`config.mk`:
```
export PLATFORM = sky130hd
export DESIGN_NAME = bcd_calendar_counter
export DESIGN_NICKNAME = d
export VERILOG_FILES = /design/src/rtl/bcd_calendar_counter.sv
export SDC_FILE = /design/constraint.sdc
export NUM_CORES = 1
export LEC_CHECK = 0
export CAP_MARGIN = 40
export CORE_ASPECT_RATIO = 2
export CORE_MARGIN = 2
export CORE_UTILIZATION = 50
export CTS_BUF_LIST = sky130_fd_sc_hd__clkbuf_8
export CTS_CLUSTER_DIAMETER = 30
export DETAILED_ROUTE_END_ITERATION = 10
export PLACE_DENSITY_LB_ADDON = 0.12
export SETUP_SLACK_MARGIN = 0.4
export SYNTH_ARGS = -nofsm -noshare
export SYNTH_HDL_FRONTEND = slang
export SYNTH_SLANG_ARGS = --single-unit
```
`constraint.sdc`:
```
create_clock -name clk -period 5.15 [get_ports clk]
set_input_delay 0.515 -clock clk [delete_from_list [all_inputs] [get_ports clk]]
set_output_delay 0.515 -clock clk [all_outputs]
set_load 0.1 [all_outputs]
```
`src/rtl/bcd_calendar_counter.sv`:
```
// bcd_calendar_counter: free-running BCD real-time calendar.
// Advances the full date/time by one second per prescaler tick, with the
// full carry chain (leap-year aware). Supports a validated set-time load and pause.
//
// Ports:
//   clk, rst_n                  clock (rising edge), async active-low reset
//   load                        one-cycle request to load time from load_* fields
//   load_year_bcd..load_second_bcd  BCD time to load
//   pause                       freezes prescaler and time
//   counter[63:0]               {8'h00, year, month, day, hour, minute, second}
//   sec_pulse                   strobe in the cycle after a tick advance or accepted load
//   load_ok / load_err          strobe: load accepted / rejected
module bcd_calendar_counter #(
    parameter int unsigned TICK_DIV = 100_000_000
) (
    input  logic        clk,
    input  logic        rst_n,
    input  logic        load,
    input  logic [15:0] load_year_bcd,
    input  logic [7:0]  load_month_bcd,
    input  logic [7:0]  load_day_bcd,
    input  logic [7:0]  load_hour_bcd,
    input  logic [7:0]  load_minute_bcd,
    input  logic [7:0]  load_second_bcd,
    input  logic        pause,
    output logic [63:0] counter,
    output logic        sec_pulse,
    output logic        load_ok,
    output logic        load_err
);

    localparam int unsigned PRESC_W = (TICK_DIV > 2) ? $clog2(TICK_DIV) : 1;
    localparam logic [PRESC_W-1:0] PRESC_LAST = PRESC_W'(TICK_DIV - 1);

    // Two-digit BCD increment, 99 wraps to 00.
    function automatic logic [7:0] bcd_inc2(input logic [7:0] v);
        logic [7:0] r;
        r = v;
        if (v[3:0] == 4'd9) begin
            r[3:0] = 4'd0;
            r[7:4] = (v[7:4] == 4'd9) ? 4'd0 : 4'(v[7:4] + 4'd1);
        end else begin
            r[3:0] = 4'(v[3:0] + 4'd1);
        end
        return r;
    endfunction

    // Two-digit BCD value divisible by 4: (10*t + o) mod 4 == (2*t + o) mod 4.
    function automatic logic bcd_div4(input logic [7:0] v);
        if (v[4])
            return (v[3:0] == 4'd2) || (v[3:0] == 4'd6);
        else
            return (v[3:0] == 4'd0) || (v[3:0] == 4'd4) || (v[3:0] == 4'd8);
    endfunction

    // Leap rule: YY!=00 -> YY mod 4, century years -> CC mod 4.
    function automatic logic is_leap(input logic [15:0] year);
        if (year[7:0] != 8'h00)
            return bcd_div4(year[7:0]);
        else
            return bcd_div4(year[15:8]);
    endfunction

    // Days in month as BCD; 00 for an out-of-range month.
    function automatic logic [7:0] days_in_month(input logic [15:0] year,
                                                 input logic [7:0]  month);
        case (month)
            8'h01, 8'h03, 8'h05, 8'h07, 8'h08, 8'h10, 8'h12: return 8'h31;
            8'h04, 8'h06, 8'h09, 8'h11:                     return 8'h30;
            8'h02:   return is_leap(year) ? 8'h29 : 8'h28;
            default: return 8'h00;
        endcase
    endfunction

    function automatic logic bcd_ok8(input logic [7:0] v);
        return (v[3:0] <= 4'd9) && (v[7:4] <= 4'd9);
    endfunction

    logic [15:0]        year_q,   year_d;
    logic [7:0]         month_q,  month_d;
    logic [7:0]         day_q,    day_d;
    logic [7:0]         hour_q,   hour_d;
    logic [7:0]         minute_q, minute_d;
    logic [7:0]         second_q, second_d;
    logic [PRESC_W-1:0] presc_q,  presc_d;
    logic               sec_pulse_q, sec_pulse_d;
    logic               load_ok_q,   load_ok_d;
    logic               load_err_q,  load_err_d;

    logic       tick_c;
    logic       load_valid_c;
    logic [7:0] load_dim_c;
    logic [7:0] cur_dim_c;

    assign tick_c     = !pause && (presc_q == PRESC_LAST);
    assign load_dim_c = days_in_month(load_year_bcd, load_month_bcd);
    assign cur_dim_c  = days_in_month(year_q, month_q);

    // BCD comparisons are order-preserving once every nibble is a valid digit.
    assign load_valid_c = bcd_ok8(load_year_bcd[15:8]) && bcd_ok8(load_year_bcd[7:0]) &&
                          bcd_ok8(load_month_bcd) && bcd_ok8(load_day_bcd) &&
                          bcd_ok8(load_hour_bcd) && bcd_ok8(load_minute_bcd) &&
                          bcd_ok8(load_second_bcd) &&
                          (load_month_bcd >= 8'h01) && (load_month_bcd <= 8'h12) &&
                          (load_day_bcd >= 8'h01) && (load_day_bcd <= load_dim_c) &&
                          (load_hour_bcd <= 8'h23) && (load_minute_bcd <= 8'h59) &&
                          (load_second_bcd <= 8'h59);

    // Next-state: accepted load wins over a coincident tick; a rejected load does not.
    always_comb begin
        year_d      = year_q;
        month_d     = month_q;
        day_d       = day_q;
        hour_d      = hour_q;
        minute_d    = minute_q;
        second_d    = second_q;
        presc_d     = presc_q;
        sec_pulse_d = 1'b0;
        load_ok_d   = load && load_valid_c;
        load_err_d  = load && !load_valid_c;

        if (load && load_valid_c) begin
            year_d      = load_year_bcd;
            month_d     = load_month_bcd;
            day_d       = load_day_bcd;
            hour_d      = load_hour_bcd;
            minute_d    = load_minute_bcd;
            second_d    = load_second_bcd;
            presc_d     = '0;
            sec_pulse_d = 1'b1;
        end else if (tick_c) begin
            presc_d     = '0;
            sec_pulse_d = 1'b1;
            second_d    = (second_q == 8'h59) ? 8'h00 : bcd_inc2(second_q);
            if (second_q == 8'h59) begin
                minute_d = (minute_q == 8'h59) ? 8'h00 : bcd_inc2(minute_q);
                if (minute_q == 8'h59) begin
                    hour_d = (hour_q == 8'h23) ? 8'h00 : bcd_inc2(hour_q);
                    if (hour_q == 8'h23) begin
                        if (day_q == cur_dim_c) begin
                            day_d = 8'h01;
                            if (month_q == 8'h12) begin
                                month_d = 8'h01;
                                // 4-digit BCD increment, 9999 wraps to 0000.
                                if (year_q[7:0] == 8'h99)
                                    year_d = {bcd_inc2(year_q[15:8]), 8'h00};
                                else
                                    year_d = {year_q[15:8], bcd_inc2(year_q[7:0])};
                            end else begin
                                month_d = bcd_inc2(month_q);
                            end
                        end else begin
                            day_d = bcd_inc2(day_q);
                        end
                    end
                end
            end
        end else if (!pause) begin
            presc_d = PRESC_W'(presc_q + 1'b1);
        end
    end

    // State register.
    always_ff @(posedge clk or negedge rst_n) begin
        if (!rst_n) begin
            year_q      <= 16'h2000;
            month_q     <= 8'h01;
            day_q       <= 8'h01;
            hour_q      <= 8'h00;
            minute_q    <= 8'h00;
            second_q    <= 8'h00;
            presc_q     <= '0;
            sec_pulse_q <= 1'b0;
            load_ok_q   <= 1'b0;
            load_err_q  <= 1'b0;
        end else begin
            year_q      <= year_d;
            month_q     <= month_d;
            day_q       <= day_d;
            hour_q      <= hour_d;
            minute_q    <= minute_d;
            second_q    <= second_d;
            presc_q     <= presc_d;
            sec_pulse_q <= sec_pulse_d;
            load_ok_q   <= load_ok_d;
            load_err_q  <= load_err_d;
        end
    end

    assign counter   = {8'h00, year_q, month_q, day_q, hour_q, minute_q, second_q};
    assign sec_pulse = sec_pulse_q;
    assign load_ok   = load_ok_q;
    assign load_err  = load_err_q;

endmodule

```
==> impl_metrics.json, run 1 <==
{
  "tritoncts": "yes",
  "p_per_area_mw_per_mm2": 176,
  "cts_made_buffers": 9,
  "skew_ps": 15.8,
  "power.leakage_uw": 0.00354,
  "die_x_um": 82.7,
  "fin_crit_ps": 4440,
  "synth_top_area_cell": "dfrtp_1",
  "synth_area_per_cell_sq_um": 8.03,
  "rows": 57,
  "numPortBuffers": 118,
  "clk_pin_slew_worst_paths_ps": 90,
  "grt_pass1_wl_um": 33100,
  "start_util_pct": 51.1,
  "syn-cell-area_sq_mm": 0.00619,
  "ys_types": 72,
  "cts_sinks": 86,
  "root_buffer": "clkbuf_8",
  "finalSetupViolations": 0,
  "placed_cell_area_sq_mm": 0.00837,
  "track_usage_pct": 32.4,
  "clk_path_buf_depth": 2,
  "r2r_cells": 8,
  "stdcell_area_sq_mm": 0.00859,
  "cts_max_level": 3,
  "worstPathRequired_ps": 5470,
  "fin_crit_sh_pct": 86.1,
  "antenna_found_initial": 0,
  "run_status": "completed",
  "hold_class": "primary input to asynchronous set/reset pin",
  "ff2ff_setup_slack_ps": 1390,
  "ys_async_sr_fraction_pct": 100,
  "vias_per_cell": 6.25,
  "coreArea_sq_mm": 0.0121,
  "ir_drop_mv": 0.150,
  "synthCells": 771,
  "drive_above_1_share_pct": 11.8,
  "drt_wl_total_um": 20900,
  "clock.fmax_ghz": 0.225,
  "r2r-end": "year_q[5]",
  "fin_setup_tns_ps": 0,
  "worst_ep_arrival_time_ps": 4750,
  "postCtsSetupRepairBufs": 0,
  "placed_cells": 1067,
  "grt_max_degree": 61,
  "n_fill_cell": 987,
  "crit_path_end_kind": "register",
  "grt_overflow_total": 0,
  "synth.most_common_cell": "dfrtp_1",
  "synth-edff-count": 0,
  "drv_cap": 0,
  "nNetsFinal": 1015,
  "insertion_delay_ps": 380,
  "grt_pass1_vias": 6819,
  "r2r-start": "presc_q[20]",
  "finalMaxSlewViolations": 0,
  "ys.flop_type": "dfrtp_1",
  "drcViolationCount": 0,
  "regArea_sq_mm": 0.00216,
  "gp_congestion": 0.962,
  "n_antenna_cell": 0,
  "drt-initial-drc-count": 424,
  "ys_warn_count": 0,
  "holdWs_ps": 45.4,
  "ant_nets": 0,
  "crit_type": "primary input to register",
  "synth_seq_cells": 86,
  "synthTopCellsByArea": "dfrtp_1 34%, a21oi_1 5.3%, o21ai_0 5.1%",
  "dieArea_sq_mm": 0.0133,
  "startpoint_type": "primary input",
  "syn_to_final_growth_pct": 38.7,
  "hold_violations": 0,
  "grt_setup_unrepaired": "false",
  "seq_area_frac_synth_pct": 34.8,
  "worstMarginPinSlew_ps": 874,
  "ios": 127,
  "wire_per_inst_um": 19.3,
  "max_slew_margin_pct": 41.7,
  "fp.dieH_um": 161,
  "multi_input_area_sq_mm": 0.00377,
  "synth_top_area_share_pct": 33.5,
  "hpwl_um": 16100,
  "drtPass1Iterations": 6,
  "instances_no_fill": 1083,
  "num_vias": 6764,
  "synth.top_cells.by_count": "83 x dfrtp_1, 81 x nor2_1, 75 x nand2_1",
  "crit_fanout": 26
}
[layout make-up]
| class | count | share of cell area (%) |
|---|---|---|
| clock buffer | 11 | 1.76 |
| clock inverter | 5 | 0.685 |
| inverter | 24 | 1.05 |
| multi-input combinational | 623 | 43.9 |
| sequential | 86 | 25.1 |
| tap | 147 | 2.14 |
| timing repair buffer | 187 | 25.3 |
[cell usage in the layout, fill, tap and decap left out, types with 5 or more instances in the layout]
master / instances
ha_1: 24
a21o_1: 6
clkdlybuf4s50_1: 117
buf_4: 11
nor4b_1: 5
nand2b_1: 6
inv_1: 25
and3_1: 11
o21ai_0: 63
o31ai_1: 9
nand3_1: 40
xnor2_1: 13
o211ai_1: 10
a21oi_1: 65
a31oi_1: 11
conb_1: 8
mux2i_1: 8
nor4_1: 12
or4_1: 5
or3_1: 6
clkbuf_8: 11
nor2_1: 81
xor2_1: 13
nand4_1: 13
nand2_1: 75
mux2_2: 9
nor3_1: 32
and2_1: 6
dfrtp_1: 83
buf_8: 56
o21ai_1: 7
nand3b_1: 6
nor2b_1: 12
[sequential cells by signal, summed over array words and instances (netlist names)]
name	flops
year_q	16
load_ok	1
sec_pulse	1
second_q	8
month_q	8
load_err	1
presc_q	27
day_q	8
hour_q	8
minute_q	8
[timing repair]
action                     4_1_cts  5_1_grt
resized for setup                0        1
hold buffers                     0        0
setup endpoints to repair        0        2
[kinds of logic after synthesis]
kind of cell / share of synthesized area, %
xor+xnor: 3.68
flops: 34.8
simple gates: 28.2
buf+inv: 4.79
mux: 3.17
other cells: 0.0606
fa+ha+maj: 4.85
compound gates: 20.4
[layer usage]
metal	vias to the layer above	track usage [%]	share of wire, %
met3	125	5.03	5.1
met2	303	56.2	53
met4	0	24.4	8.0
li1	3109	-	-
met5	-	0	0
met1	3227	33.2	34
[worst max-delay path: stages]
cell,delay (ps)
clkdlybuf4s50_1,580
or4_1,610
nor2_1,110
nand2_1,90
nor3_1,200
o21ai_0,110
o21ai_0,110
ha_1,170
nor4b_1,210
o21ai_0,220
a211oi_1,330
nand3_1,380
buf_4,360
o21ai_1,290
nor4bb_1,330
a21o_1,120
[power by group]
group	internal, uW	switching, uW	total [uW]
Sequential	712	44.5	757
Clock	251	264	515
Combinational	101	140	241
Total	1060	449	1510
[stage by stage]
step	total power [uW]	util [%]	setup slack, ps
4_1_cts	1510	70.8	869
3_3_place_gp	995	61.4	640
5_1_grt	1570	70.8	413
6_report	1510	70.8	714
3_5_place_dp	1000	69.1	489
2_1_floorplan	895	-	1140
[worst max-delay path by stage]
stage	slack, ps	cells past startpoint	startpoint	end
after CTS	870	16	load_month_bcd[2]	presc_q[26]
after global routing	410	16	load_month_bcd[2]	presc_q[22]
after floorplan	1140	13	load_month_bcd[2]	presc_q[22]
after detailed placement	490	13	load_month_bcd[2]	presc_q[26]
final	710	16	load_month_bcd[2]	second_q[7]
after global placement	640	13	load_month_bcd[2]	presc_q[26]
(Power assumes the default switching activity.)
==> run 2, diff against run 1 <==
--- a/config.mk
+++ b/config.mk
@@ -8,7 +8,7 @@
 export CAP_MARGIN = 40
 export CORE_ASPECT_RATIO = 2
 export CORE_MARGIN = 2
-export CORE_UTILIZATION = 50
+export CORE_UTILIZATION = 55
 export CTS_BUF_LIST = sky130_fd_sc_hd__clkbuf_8
 export CTS_CLUSTER_DIAMETER = 30
 export DETAILED_ROUTE_END_ITERATION = 10
==> run 2 against run 1 <==
Effect of this change: combinational power barely moved; worst hold slack improved by 47 ps; maximum frequency rose by 1.0%; cell area barely moved; wire length fell by 0.20%; clock skew rose by 1.1 ps; final cell count fell by 0.74%; die area fell by 8.8%; clock power barely moved; sequential cell count did not move; critical path depth rose by 1; power fell by 0.29%.
==> impl_metrics.json, run 2 (synthesis results as in run 1) <==
{
  "run_status": "completed",
  "fin_crit_ps": 4390,
  "drcViolationCount": 0,
  "cts_max_level": 3,
  "gp_congestion": 0.997,
  "top_register": "presc_q",
  "wl_met3_um": 985,
  "r2r_cells": 9,
  "grt_overflow_total": 0,
  "fin_crit_sh_pct": 85.2,
  "finalMaxSlewViolations": 0,
  "power.leakage_uw": 0.00355,
  "drt_wl_total_um": 20900,
  "wire_per_inst_um": 19.4,
  "r2r-start": "presc_q[20]",
  "drtPass1Iterations": 5,
  "clkPwrFrac_pct": 34.1,
  "endpoint": "presc_q[22]",
  "p_per_area_mw_per_mm2": 176,
  "syn_to_final_growth_pct": 38.6,
  "p_total_uw": 1510,
  "grt_pass1_wl_um": 33100,
  "seqPwrFrac_pct": 50.1,
  "wl_met2_um": 11300,
  "top_layer": "met4",
  "n_antenna_cell": 0,
  "swShare_pct": 28.5,
  "rows": 54,
  "grt_max_degree": 50,
  "drv_cap": 0,
  "internal_power_uw": 1080,
  "vias_per_cell": 6.26,
  "insertion_delay_ps": 370,
  "fp.dieH_um": 154,
  "ir_drop_mv": 0.163,
  "ios": 127,
  "r2r-end": "year_q[5]",
  "dieArea_sq_mm": 0.0122,
  "tritoncts": "yes",
  "ff2ff_setup_slack_ps": 1620,
  "cts_sinks": 86,
  "numPortBuffers": 118,
  "crit_type": "primary input to register",
  "largest_register_ffs": 27,
  "grt_pass1_vias": 6747,
  "clk_pin_slew_worst_paths_ps": 90,
  "hold_class": "primary input to asynchronous set/reset pin",
  "worstMarginPinSlew_ps": 874,
  "finalSetupViolations": 0,
  "p_sw_uw": 430,
  "coreArea_sq_mm": 0.0109,
  "num_vias": 6727,
  "final_common_cell": "clkdlybuf4s50_1",
  "track_usage_pct": 34.4,
  "wl_met1_um": 7170,
  "die_x_um": 79.0,
  "comb_power_share_pct": 15.8,
  "crit_path_end_kind": "register",
  "grt_setup_unrepaired": "false",
  "ant_nets": 0,
  "worst_ep_arrival_time_ps": 4620,
  "reg.largest.list": "presc_q x27, year_q x16",
  "root_buffer": "clkbuf_8",
  "nNetsFinal": 1015,
  "ctsHoldBuffers": 0,
  "max_slew_margin_pct": 41.8,
  "antenna_found_initial": 0,
  "clk_path_buf_depth": 2,
  "drt-initial-drc-count": 425,
  "final_cell_mix": "117 x clkdlybuf4s50_1, 83 x dfrtp_1, 81 x nor2_1, 75 x nand2_1, 65 x a21oi_1",
  "skew_ps": 16.9,
  "hpwl_um": 16400,
  "crit_start": "load_month_bcd[2]",
  "cts_made_buffers": 9,
  "hold_violations": 0,
  "fin_setup_tns_ps": 0,
  "startpoint_type": "primary input",
  "start_util_pct": 56.6,
  "worstPathRequired_ps": 5380,
  "drive_above_1_share_pct": 11.7,
  "clock.fmax_ghz": 0.228,
  "crit_fanout": 10
}
-- run 2: how the worst min path moves through the flow --
stage / startpoint / to / depth (start not counted) / slack, ps
2_1_floorplan: rst_n / day_q[1] / 0 / 220
3_3_place_gp: rst_n / month_q[6] / 1 / 510
3_5_place_dp: rst_n / month_q[6] / 1 / 510
4_1_cts: rst_n / month_q[6] / 1 / 110
5_1_grt: rst_n / month_q[6] / 1 / 140
6_report: rst_n / month_q[6] / 1 / 90
-- run 2: area by class of cell --
type,count,area [sq um]
Clock buffer,9,124
Clock inverter,6,78.8
Fill cell,789,2360
Inverter,24,90.1
Multi-Input combinational cell,623,3770
Sequential cell,86,2160
Tap cell,140,175
Timing Repair Buffer,187,2190
-- run 2: metal layers --
| metal | vias up | GRT usage, % |
|---|---|---|
| met1 | 3235 | 35.6 |
| li1 | 3105 | - |
| met4 | 0 | 21.8 |
| met5 | - | 0 |
| met3 | 97 | 3.87 |
| met2 | 290 | 63.4 |
-- run 2: power groups by stage --
stage	clock [uW]	sequential (uW)	combinational, uW
2_1_floorplan	0	760	135
3_5_place_dp	0	767	235
3_3_place_gp	0	765	226
6_report	514	756	239
4_1_cts	519	755	237
5_1_grt	545	761	258
-- run 2: metrics by stage --
step / hold WS (ps) / util (%) / instances / setup slack (ps) / instance area (sq um)
5_1_grt: 142 / 78.4 / 1075 / 453 / 8580
6_report: 91.9 / 78.4 / 1075 / 761 / 8580
3_5_place_dp: 513 / 76.5 / 1060 / 322 / 8380
2_1_floorplan: 219 / - / 778 / 1140 / 6220
3_3_place_gp: 512 / 68.0 / 1001 / 528 / 7440
4_1_cts: 106 / 78.4 / 1075 / 713 / 8580
-- run 2: what timing repair did --
item | 4_1_cts | 5_1_grt
endpoints found under the setup margin | 0 | 2
setup buffers | 0 | 0
resized for setup | 0 | 1
-- run 2: critical path, stage by stage --
cell	delay [ps]
clkdlybuf4s50_1	570
or4_1	630
nor2_1	110
nand2_1	80
nor3_1	160
o21ai_0	120
o21ai_0	120
ha_1	190
nor4b_1	210
o21ai_0	180
a211oi_1	490
nand3_2	290
a2111oi_1	460
buf_4	200
nand3_1	90
xor2_1	150
nor2_1	60
==> run 3, diff against run 2 <==
--- a/config.mk
+++ b/config.mk
@@ -5,6 +5,7 @@
 export SDC_FILE = /design/constraint.sdc
 export NUM_CORES = 1
 export LEC_CHECK = 0
+export ABC_AREA = 1
 export CAP_MARGIN = 40
 export CORE_ASPECT_RATIO = 2
 export CORE_MARGIN = 2
==> run 3 against run 2 <==
Effect of this change: cell area increased by 3.0%; die area rose by 4.2%; register-to-register slack improved by 830 ps; first-iteration DRC count grew 41%; via count increased by 7.0%; utilization fell by 1.9 points; setup slack got worse by 34 ps; largest power group unchanged; area after synthesis is 4.3% higher; worst hold slack worse by 85 ps; combinational power down 3%; clock power fell by 8.8%.
==> impl_metrics.json, run 3 <==
{
  "run_status": "completed",
  "ys_warn_count": 0,
  "drive_above_1_share_pct": 8.80,
  "fin_crit_sh_pct": 85.9,
  "ios": 127,
  "wl_met2_um": 9610,
  "crit_start": "load_month_bcd[1]",
  "grt_overflow_total": 0,
  "synthCells": 968,
  "drtPass1Iterations": 5,
  "synth_area_per_cell_sq_um": 6.67,
  "grt_max_degree": 64,
  "cts_sinks": 86,
  "worstMarginPinSlew_ps": 817,
  "nNetsFinal": 1227,
  "die_x_um": 80.6,
  "n_antenna_cell": 0,
  "ir_drop_mv": 0.200,
  "clock.fmax_ghz": 0.226,
  "tritoncts": "yes",
  "wl_met3_um": 1370,
  "wl_met1_um": 7730,
  "insertion_delay_ps": 380,
  "synth.most_common_cell": "nand2_1",
  "hpwl_um": 15100,
  "syn_to_final_growth_pct": 36.9,
  "crit_fanout": 26,
  "seq_area_frac_synth_pct": 33.4,
  "postCtsSetupRepairBufs": 0,
  "numPortBuffers": 118,
  "num_vias": 7198,
  "rows": 56,
  "skew_ps": 14.2,
  "drt_wl_total_um": 19300,
  "gp_congestion": 0.886,
  "synthTopCellsByArea": "dfrtp_1 32%, nand2_1 13%, inv_1 8.4%",
  "ctsHoldBuffers": 0,
  "cts_made_buffers": 9,
  "synth.top_cells.by_count": "232 x nand2_1, 144 x inv_1, 137 x nor2_1",
  "multi_input_area_sq_mm": 0.00365,
  "ff2ff_setup_slack_ps": 2450,
  "clk_pin_slew_worst_paths_ps": 100,
  "synth-edff-count": 0,
  "top_register": "presc_q",
  "n_fill_cell": 909,
  "start_util_pct": 55.9,
  "ant_nets": 0,
  "wire_per_inst_um": 14.9,
  "holdWs_ps": 7.19,
  "synth_top_area_cell": "dfrtp_1",
  "worstPathRequired_ps": 5420,
  "startpoint_type": "primary input",
  "syn-cell-area_sq_mm": 0.00646,
  "ctsResizeCount": 0,
  "drcViolationCount": 0,
  "max_slew_margin_pct": 45.6,
  "hold_violations": 0,
  "cts_max_level": 3,
  "finalMaxSlewViolations": 0,
  "clk_path_buf_depth": 2,
  "coreArea_sq_mm": 0.0116,
  "crit_path_end_kind": "register",
  "crit_type": "primary input to register",
  "final_util_pct": 76.5,
  "grt_pass1_vias": 6766,
  "r2r-end": "year_q[7]",
  "r2r-start": "year_q[4]",
  "hold_class": "primary input to asynchronous set/reset pin",
  "setup_slack_ps": 727,
  "synth_top_area_share_pct": 32.2,
  "p_per_area_mw_per_mm2": 165,
  "vias_per_cell": 5.57,
  "regArea_sq_mm": 0.00216,
  "ys_types": 43,
  "fp.dieH_um": 157,
  "final_common_cell": "nand2_1",
  "ys.flop_type": "dfrtp_1",
  "grt_pass1_wl_um": 31100,
  "worst_ep_arrival_time_ps": 4690,
  "p_total_uw": 1460,
  "root_buffer": "clkbuf_8",
  "power.leakage_uw": 0.00422,
  "fin_setup_tns_ps": 0,
  "drv_cap": 0,
  "dp_slack_ps": 441,
  "ys_async_sr_fraction_pct": 100,
  "drt-initial-drc-count": 601,
  "antenna_found_initial": 0,
  "r2r_cells": 14,
  "track_usage_pct": 31.1,
  "top_layer": "met4",
  "final_cell_mix": "232 x nand2_1, 144 x inv_1, 137 x nor2_1, 117 x clkdlybuf4s50_1, 83 x dfrtp_1",
  "reg.largest.list": "presc_q x27, year_q x16",
  "fin_crit_ps": 4420,
  "finalSetupViolations": 0,
  "dieArea_sq_mm": 0.0127,
  "largest_register_ffs": 27,
  "synth_seq_cells": 86,
  "endpoint": "year_q[0]",
  "grt_setup_unrepaired": "false"
}
[run 3: changes by cell type in the layout (fill, tap and decap cells not counted), sizes merged, moves of 11 or more]
cell | previous run | this run
a21oi | 66 | 30
inv | 25 | 148
nand2 | 76 | 236
nand3 | 40 | 67
nor2 | 81 | 142
nor2b | 12 | 0
nor4 | 14 | 3
xor2 | 13 | 27
[run 3: report_power, final]
group          switching [uW]  internal [uW]  leakage [uW]
Sequential               45.8            715       0.00107
Combinational             139           93.4       0.00305
Clock                     282            187     0.0000953
[run 3: worst min-delay path by stage]
stage          start           to  slack (ps)  cells after the start
2_1_floorplan  rst_n     day_q[1]         220                      0
3_3_place_gp   rst_n  presc_q[20]         430                      1
3_5_place_dp   rst_n  presc_q[20]         430                      1
4_1_cts        rst_n  presc_q[20]           8                      1
5_1_grt        rst_n  presc_q[15]          20                      1
6_report       rst_n  presc_q[21]           7                      1
[run 3: metal layers]
layer | vias up | global-route usage (%)
met4 | 0 | 12.8
met1 | 3325 | 38.7
li1 | 3471 | -
met5 | - | 0
met3 | 52 | 4.99
met2 | 350 | 53.1
[run 3: layout make-up]
type	instances	area share, %
Sequential cell	86	24.4
Tap cell	145	2.05
Inverter	144	6.11
Timing Repair Buffer	182	24.1
Multi-Input combinational cell	720	41.3
Clock buffer	9	1.40
Clock inverter	7	0.750
[run 3: kinds of logic (layout without fill, tap and decap cells)]
group                    count (synthesis)  in the layout  synth area share [%]
AO/OA/AOI/OAI                          148            148                  13.2
XOR/XNOR                                32             32                  4.34
adder cells (fa/ha/maj)                 24             24                  4.65
buffers and inverters                  169            342                  10.6
flip-flops                              86             86                  33.4
other                                    1              8                0.0581
AND/OR/NAND/NOR                        508            508                  33.9
[run 3: worst max-delay path, cell delays in order]
cell	delay [ps]
clkdlybuf4s50_1	580
nor2_1	100
a21oi_1	170
nor3_1	90
a31oi_1	210
inv_1	100
nor4_1	310
ha_1	330
a211oi_1	220
nand2_1	70
nand2_1	90
nand4_2	460
buf_4	420
inv_1	610
o21ai_0	180
o21ai_1	170
inv_1	60
[run 3: through the flow]
| stage | std cells | instance area (sq um) |
|---|---|---|
| finish | 1293 | 8840 |
| global route | 1293 | 8840 |
| floorplan | 975 | 6490 |
| detailed placement | 1277 | 8650 |
| CTS | 1293 | 8840 |
| global placement | 1218 | 7740 |
